**src/rtl/i2c_config_sequencer.sv**
```systemverilog
// Power-up register loader for i2c_master: walks INIT_TABLE, issues one write per entry, handles delay entries and retries.
// Optional read-back verification of every write is enabled by defining CFG_READBACK_EN.
module i2c_config_sequencer #(
  parameter int                        NUM_ENTRIES = 8,
  parameter logic [NUM_ENTRIES*16-1:0] INIT_TABLE  = {8{16'h0000}},
  parameter logic [6:0]                SLAVE_ADDR  = 7'h3C,
  parameter int                        MAX_RETRIES = 3,
  parameter int                        DELAY_TICKS = 20
) (
  input  logic       clk,
  input  logic       rst_n,
  input  logic       start,
  output logic       busy,
  output logic       done,
  output logic       fail,
  output logic [7:0] fail_index,
  output logic [6:0] slav_addr,
  output logic       read_not_write,
  output logic [7:0] reg_addr,
  output logic [7:0] write_data,
  output logic       write_valid,
  input  logic       write_ready,
  input  logic [7:0] read_data,
  input  logic       read_valid,
  output logic       read_ready,
  input  logic       error
);

  typedef enum logic [3:0] {
    S_IDLE, S_LOAD, S_ISSUE, S_DELAY, S_WAIT, S_NEXT, S_DONE, S_FAIL
`ifdef CFG_READBACK_EN
    , S_RB_ISSUE, S_RB_WAIT
`endif
  } state_e;

  localparam logic [7:0] DELAY_REG  = 8'hFF;
  localparam logic [1:0] IGNORE_CYC = 2'd2;

  state_e      state_q, state_d;
  logic [7:0]  idx_q, idx_d;
  logic [7:0]  retry_q, retry_d;
  logic [1:0]  wait_cnt_q, wait_cnt_d;
  logic [31:0] delay_cnt_q, delay_cnt_d;
  logic        busy_q, busy_d;
  logic        done_q, done_d;
  logic        fail_q, fail_d;
  logic [7:0]  fail_index_q, fail_index_d;
  logic [7:0]  reg_addr_q, reg_addr_d;
  logic [7:0]  write_data_q, write_data_d;
  logic [15:0] entry;
  logic [31:0] delay_len;
  logic        take_retry;

  always_comb begin
    entry = '0;
    for (int i = 0; i < NUM_ENTRIES; i++) begin
      if (idx_q == 8'(i)) entry = INIT_TABLE[16*i +: 16];
    end
  end

  assign delay_len = 32'(entry[7:0]) * 32'(DELAY_TICKS);

  // NOTE: every _d gets its default first, so no branch can leave a signal unassigned and infer a latch.
  always_comb begin
    state_d      = state_q;
    idx_d        = idx_q;
    retry_d      = retry_q;
    wait_cnt_d   = wait_cnt_q;
    delay_cnt_d  = delay_cnt_q;
    busy_d       = busy_q;
    done_d       = done_q;
    fail_d       = fail_q;
    fail_index_d = fail_index_q;
    reg_addr_d   = reg_addr_q;
    write_data_d = write_data_q;
    take_retry   = 1'b0;

    case (state_q)
      S_IDLE, S_DONE, S_FAIL: begin
        if (start) begin
          state_d = S_LOAD;
          idx_d   = '0;
          retry_d = '0;
          busy_d  = 1'b1;
          done_d  = 1'b0;
          fail_d  = 1'b0;
        end
      end
      S_LOAD: begin
        reg_addr_d   = entry[15:8];
        write_data_d = entry[7:0];
        if (entry[15:8] == DELAY_REG) begin
          state_d     = S_DELAY;
          delay_cnt_d = (delay_len == '0) ? '0 : delay_len - 32'd1;
        end else begin
          state_d = S_ISSUE;
        end
      end
      S_ISSUE: begin
        if (write_ready) begin
          state_d    = S_WAIT;
          wait_cnt_d = '0;
        end
      end
      // The master only drops write_ready a cycle after the handshake, so its early ready is stale.
      S_WAIT: begin
        if (error) begin
          take_retry = 1'b1;
        end else if (wait_cnt_q != IGNORE_CYC) begin
          wait_cnt_d = wait_cnt_q + 2'd1;
        end else if (write_ready) begin
`ifdef CFG_READBACK_EN
          state_d = S_RB_ISSUE;
`else
          state_d = S_NEXT;
`endif
        end
      end
`ifdef CFG_READBACK_EN
      S_RB_ISSUE: begin
        if (write_ready) begin
          state_d    = S_RB_WAIT;
          wait_cnt_d = '0;
        end
      end
      S_RB_WAIT: begin
        if (error) begin
          take_retry = 1'b1;
        end else if (wait_cnt_q != IGNORE_CYC) begin
          wait_cnt_d = wait_cnt_q + 2'd1;
        end else if (read_valid) begin
          if (read_data == write_data_q) state_d = S_NEXT;
          else                           take_retry = 1'b1;
        end
      end
`endif
      S_DELAY: begin
        if (delay_cnt_q == '0) state_d = S_NEXT;
        else                   delay_cnt_d = delay_cnt_q - 32'd1;
      end
      S_NEXT: begin
        retry_d = '0;
        if (idx_q == 8'(NUM_ENTRIES - 1)) begin
          state_d = S_DONE;
          done_d  = 1'b1;
          busy_d  = 1'b0;
        end else begin
          idx_d   = idx_q + 8'd1;
          state_d = S_LOAD;
        end
      end
      default: state_d = S_IDLE;
    endcase

    // A failed attempt re-writes the same entry from scratch (and re-reads it when read-back is on).
    if (take_retry) begin
      if (retry_q < 8'(MAX_RETRIES)) begin
        retry_d = retry_q + 8'd1;
        state_d = S_ISSUE;
      end else begin
        state_d      = S_FAIL;
        fail_d       = 1'b1;
        fail_index_d = idx_q;
        busy_d       = 1'b0;
      end
    end
  end

  // NOTE: non-blocking assignments here so every flop samples the pre-edge value of its _d.
  always_ff @(posedge clk) begin
    if (!rst_n) begin
      state_q      <= S_IDLE;
      idx_q        <= '0;
      retry_q      <= '0;
      wait_cnt_q   <= '0;
      delay_cnt_q  <= '0;
      busy_q       <= 1'b0;
      done_q       <= 1'b0;
      fail_q       <= 1'b0;
      fail_index_q <= '0;
      reg_addr_q   <= '0;
      write_data_q <= '0;
    end else begin
      state_q      <= state_d;
      idx_q        <= idx_d;
      retry_q      <= retry_d;
      wait_cnt_q   <= wait_cnt_d;
      delay_cnt_q  <= delay_cnt_d;
      busy_q       <= busy_d;
      done_q       <= done_d;
      fail_q       <= fail_d;
      fail_index_q <= fail_index_d;
      reg_addr_q   <= reg_addr_d;
      write_data_q <= write_data_d;
    end
  end

  assign busy       = busy_q;
  assign done       = done_q;
  assign fail       = fail_q;
  assign fail_index = fail_index_q;
  assign slav_addr  = SLAVE_ADDR;
  assign reg_addr   = reg_addr_q;
  assign write_data = write_data_q;

`ifdef CFG_READBACK_EN
  assign write_valid    = (state_q == S_ISSUE) || (state_q == S_RB_ISSUE);
  assign read_not_write = (state_q == S_RB_ISSUE) || (state_q == S_RB_WAIT);
  assign read_ready     = (state_q == S_RB_WAIT) && (wait_cnt_q == IGNORE_CYC) && read_valid && !error;
`else
  assign write_valid    = (state_q == S_ISSUE);
  assign read_not_write = 1'b0;
  assign read_ready     = 1'b0;

  logic unused_read_path;
  assign unused_read_path = ^{read_data, read_valid};
`endif

endmodule
```
**config.mk**
```make
export PLATFORM = sky130hd
export DESIGN_NAME = i2c_config_sequencer
export DESIGN_NICKNAME = d
export VERILOG_FILES = /design/src/rtl/i2c_config_sequencer.sv
export SDC_FILE = /design/constraint.sdc
export NUM_CORES = 1
export LEC_CHECK = 0
export BUFFER_PORTS_ARGS = -buffer_cell sky130_fd_sc_hd__buf_2
export CAP_MARGIN = 20
export CORE_MARGIN = 4
export CORE_UTILIZATION = 57
export CTS_CLUSTER_SIZE = 8
export DETAILED_ROUTE_END_ITERATION = 8
export PLACE_DENSITY_LB_ADDON = 0.25
export SLEW_MARGIN = 20
export SYNTH_ARGS = -nofsm -noshare
export SYNTH_HDL_FRONTEND = slang
export SYNTH_SLANG_ARGS = --single-unit
```
**constraint.sdc**
```tcl
create_clock -name clk -period 3 [get_ports clk]
set_input_delay 0.3 -clock clk [delete_from_list [all_inputs] [get_ports clk]]
set_output_delay 0.3 -clock clk [all_outputs]
set_load 0.05 [all_outputs]
```
==> run summary <==
first-pass GRT wire length -> 10500 um
required time of the critical path -> 3230 ps
Primary FF master, synth -> dfxtp_1
Clock Path Buffers -> 2
Antenna Nets Post-Route -> 0
CP endpoint kind -> flop
filler cell count -> 504
clock-pin slew on the worst setup and hold paths -> 70 ps
cell breakdown of the critical path -> or4_1 -> nor4_1 -> and3_1 -> buf_4 -> nor4_1 -> mux2i_1
Hold Vio Cnt, Final -> 0
clock latency at the later pin of the worst-skew pair -> 350 ps
R2R setup slack -> 390 ps
Iter 0 DRT Violations -> 103
Clock Skew -> 7.44 ps
sequential share of the synthesized area -> 38.8%
GP Congestion -> 0.762
crit-path leading delay family -> simple AND/OR/NAND/NOR gates
DRC -> 0
total wire length -> 6220 um
Crit path depth -> 6
area occupied by multi-input gates -> 0.00184 mm2
total congestion overflow -> 0
layout cell share with drive strength beyond 1 -> 13.6%
Root Buffer Master -> clkbuf_8
Leak -> 0.00145 uW
# resized after CTS -> 0
CP Launch Type -> flop
Warnings, synthesis -> 0
Gate Count Post-Synth -> 368
CTS Hold Bufs -> 0
clk sink count -> 64
Post-synth EDFFs -> 0
P&R area growth vs syn -> 6.96%
num ports -> 51
final instance area -> 0.00354 mm2
# Post-CTS Setup Buffers -> 0
Final nets -> 402
CTS tree -> done
Port Buffer Count -> 16
outcome -> finished, final reports clean
min Tclk post-route -> 2610 ps
Post-Syn Area -> 0.00331 mm2
Crit-path slowest cell -> or4_1
CTS HTree Levels -> 3
CP peak stage delay -> 620 ps
Synth cell types -> 54
RSZ-0062 raised after global routing -> false
Inserted Diodes -> 0
RR Startpoint -> delay_cnt_q[14]
DIE AREA -> 0.00708 mm2
drt wl/cell -> 13.5 um
critical path class -> reg -> reg
fmax -> 383 MHz
mean post-synth cell area -> 8.98 um2
worst r2r dst -> delay_cnt_q[21]
Slew Limit Fails -> 0
crit path DAT -> 2840 ps
Core Util, Final -> 63.4%
DR pass1 iterations -> 5
Placed Cells -> 445
Placed Area -> 0.00335 mm2
worst-margin pin slew -> 1010 ps
Worst Path Buf+Inv -> 1
setup TNS -> 0 ps
Peak VDD IR -> 559 uV
ys async rst share -> 0%
HPWL after detailed placement -> 4420 um
Die Wd -> 84.2 um
final std cells w/o fill -> 461
PD cells -> 731 mW/mm2
relative slew slack -> 32.4%
core footprint -> 0.00557 mm2
height of the die -> 84.2 um
Period Utilization, post-route -> 87.1%
Storage cell area -> 0.00128 mm2
CP most frequent cell -> nor4_1
largest net degree at the start of global routing -> 30
min-delay worst type -> in -> reg
Std-Cell Rows -> 27
max-cap violation count -> 0
crit path to -> delay_cnt_q[21]
Hold Worst Slack -> 357 ps
Worst Setup SP -> delay_cnt_q[14]
CTS buffer count -> 9
Via density -> 5.60
Initial Util -> 59.3%
initial antenna violation count -> 0
Yosys reg bits -> 64
GR Util All Layers -> 18.2%
worst reg2reg path depth -> 6
DR vias -> 2580
vias in the first global route -> 2297
Setup-failing EPs final -> 0
Crit Path Max Fanout -> 10
-- placed cells by master, fill, tap and decap left out, types with 13 or more instances in the layout --
cell,n
dfxtp_1,64
nand2b_1,15
mux2i_1,19
nand2_1,21
nor2_1,37
buf_2,16
or3_1,13
or4_1,20
conb_1,25
a21oi_1,15
-- cell usage after synthesis (5+ instances only) --
library cell,count,area share (%)
inv_1,6,0.68
o31ai_1,5,1.1
a21oi_1,15,2.3
clkbuf_1,10,1.1
nor4_1,9,1.7
xor2_1,11,2.9
o21ai_0,11,1.7
nand2b_1,15,2.8
mux2i_1,19,5.8
dfxtp_1,64,39
or4_1,20,4.5
buf_4,25,5.7
and2_1,10,1.9
or3_1,13,2.5
nand2_1,21,2.4
nor2_1,37,4.2
o2111ai_1,6,1.6
-- how the worst min path moves through the flow --
stage | endpoint | cells after the start | slack, ps | start
final | wait_cnt_q[0] | 4 | 360 | error
after floorplan | retry_q[5] | 1 | 420 | retry_q[5]
after global routing | wait_cnt_q[0] | 4 | 400 | error
after CTS | wait_cnt_q[0] | 4 | 340 | error
after global placement | retry_q[2] | 1 | 440 | retry_q[2]
after detailed placement | retry_q[3] | 1 | 440 | retry_q[3]
-- metrics by stage --
| step | worst slack [ps] | power, uW |
|---|---|---|
| floorplan | 541 | 1730 |
| global placement | 471 | 1870 |
| detailed placement | 434 | 1890 |
| CTS | 413 | 2610 |
| global route | 241 | 2750 |
| finish | 386 | 2580 |
-- worst register-to-register path, delay by kind of cell (launching register included) --
family	cells	cell delay, ps
DFF	1	350
and+or+nand+nor	4	1770
buffers and inverters	1	260
muxes	1	120
-- layer usage --
metal	routed length, um	track usage [%]	vias up
met3	250	6.28	10
met1	2830	21.5	1197
met2	3040	29.3	42
li1	-	-	1331
met4	99	8.77	0
met5	0	0	-
-- report_power, final --
group / internal [uW] / switching [uW] / total, uW
logic: 291 / 577 / 868
registers: 909 / 99.1 / 1010
clock network: 379 / 331 / 709
total: 1580 / 1010 / 2580
-- cell type report --
type                            count  area share (%)
Inverter                            6           0.637
Clock inverter                      6            1.70
Multi-Input combinational cell    282            51.9
Tap cell                           72            2.55
Timing Repair Buffer               21            3.33
Clock buffer                       10            3.61
Sequential cell                    64            36.2
-- flip-flops by register name (all words and copies together) (netlist names) --
register,flops
delay_cnt_q,32
fail_index,8
idx_q,8
retry_q,8
state_q,3
wait_cnt_q,2
busy,1
done,1
fail,1
-- cells by family after synthesis --
| group | share of synthesized area, % |
|---|---|
| buffers and inverters | 8.29 |
| multiplexers | 6.09 |
| other | 0.227 |
| AO/OA/AOI/OAI | 15.1 |
| XOR/XNOR | 3.97 |
| AND/OR/NAND/NOR | 26.1 |
| adder cells (fa/ha/maj) | 1.51 |
| flip-flops | 38.8 |
No activity file was read; power rests on OpenSTA's default activity.
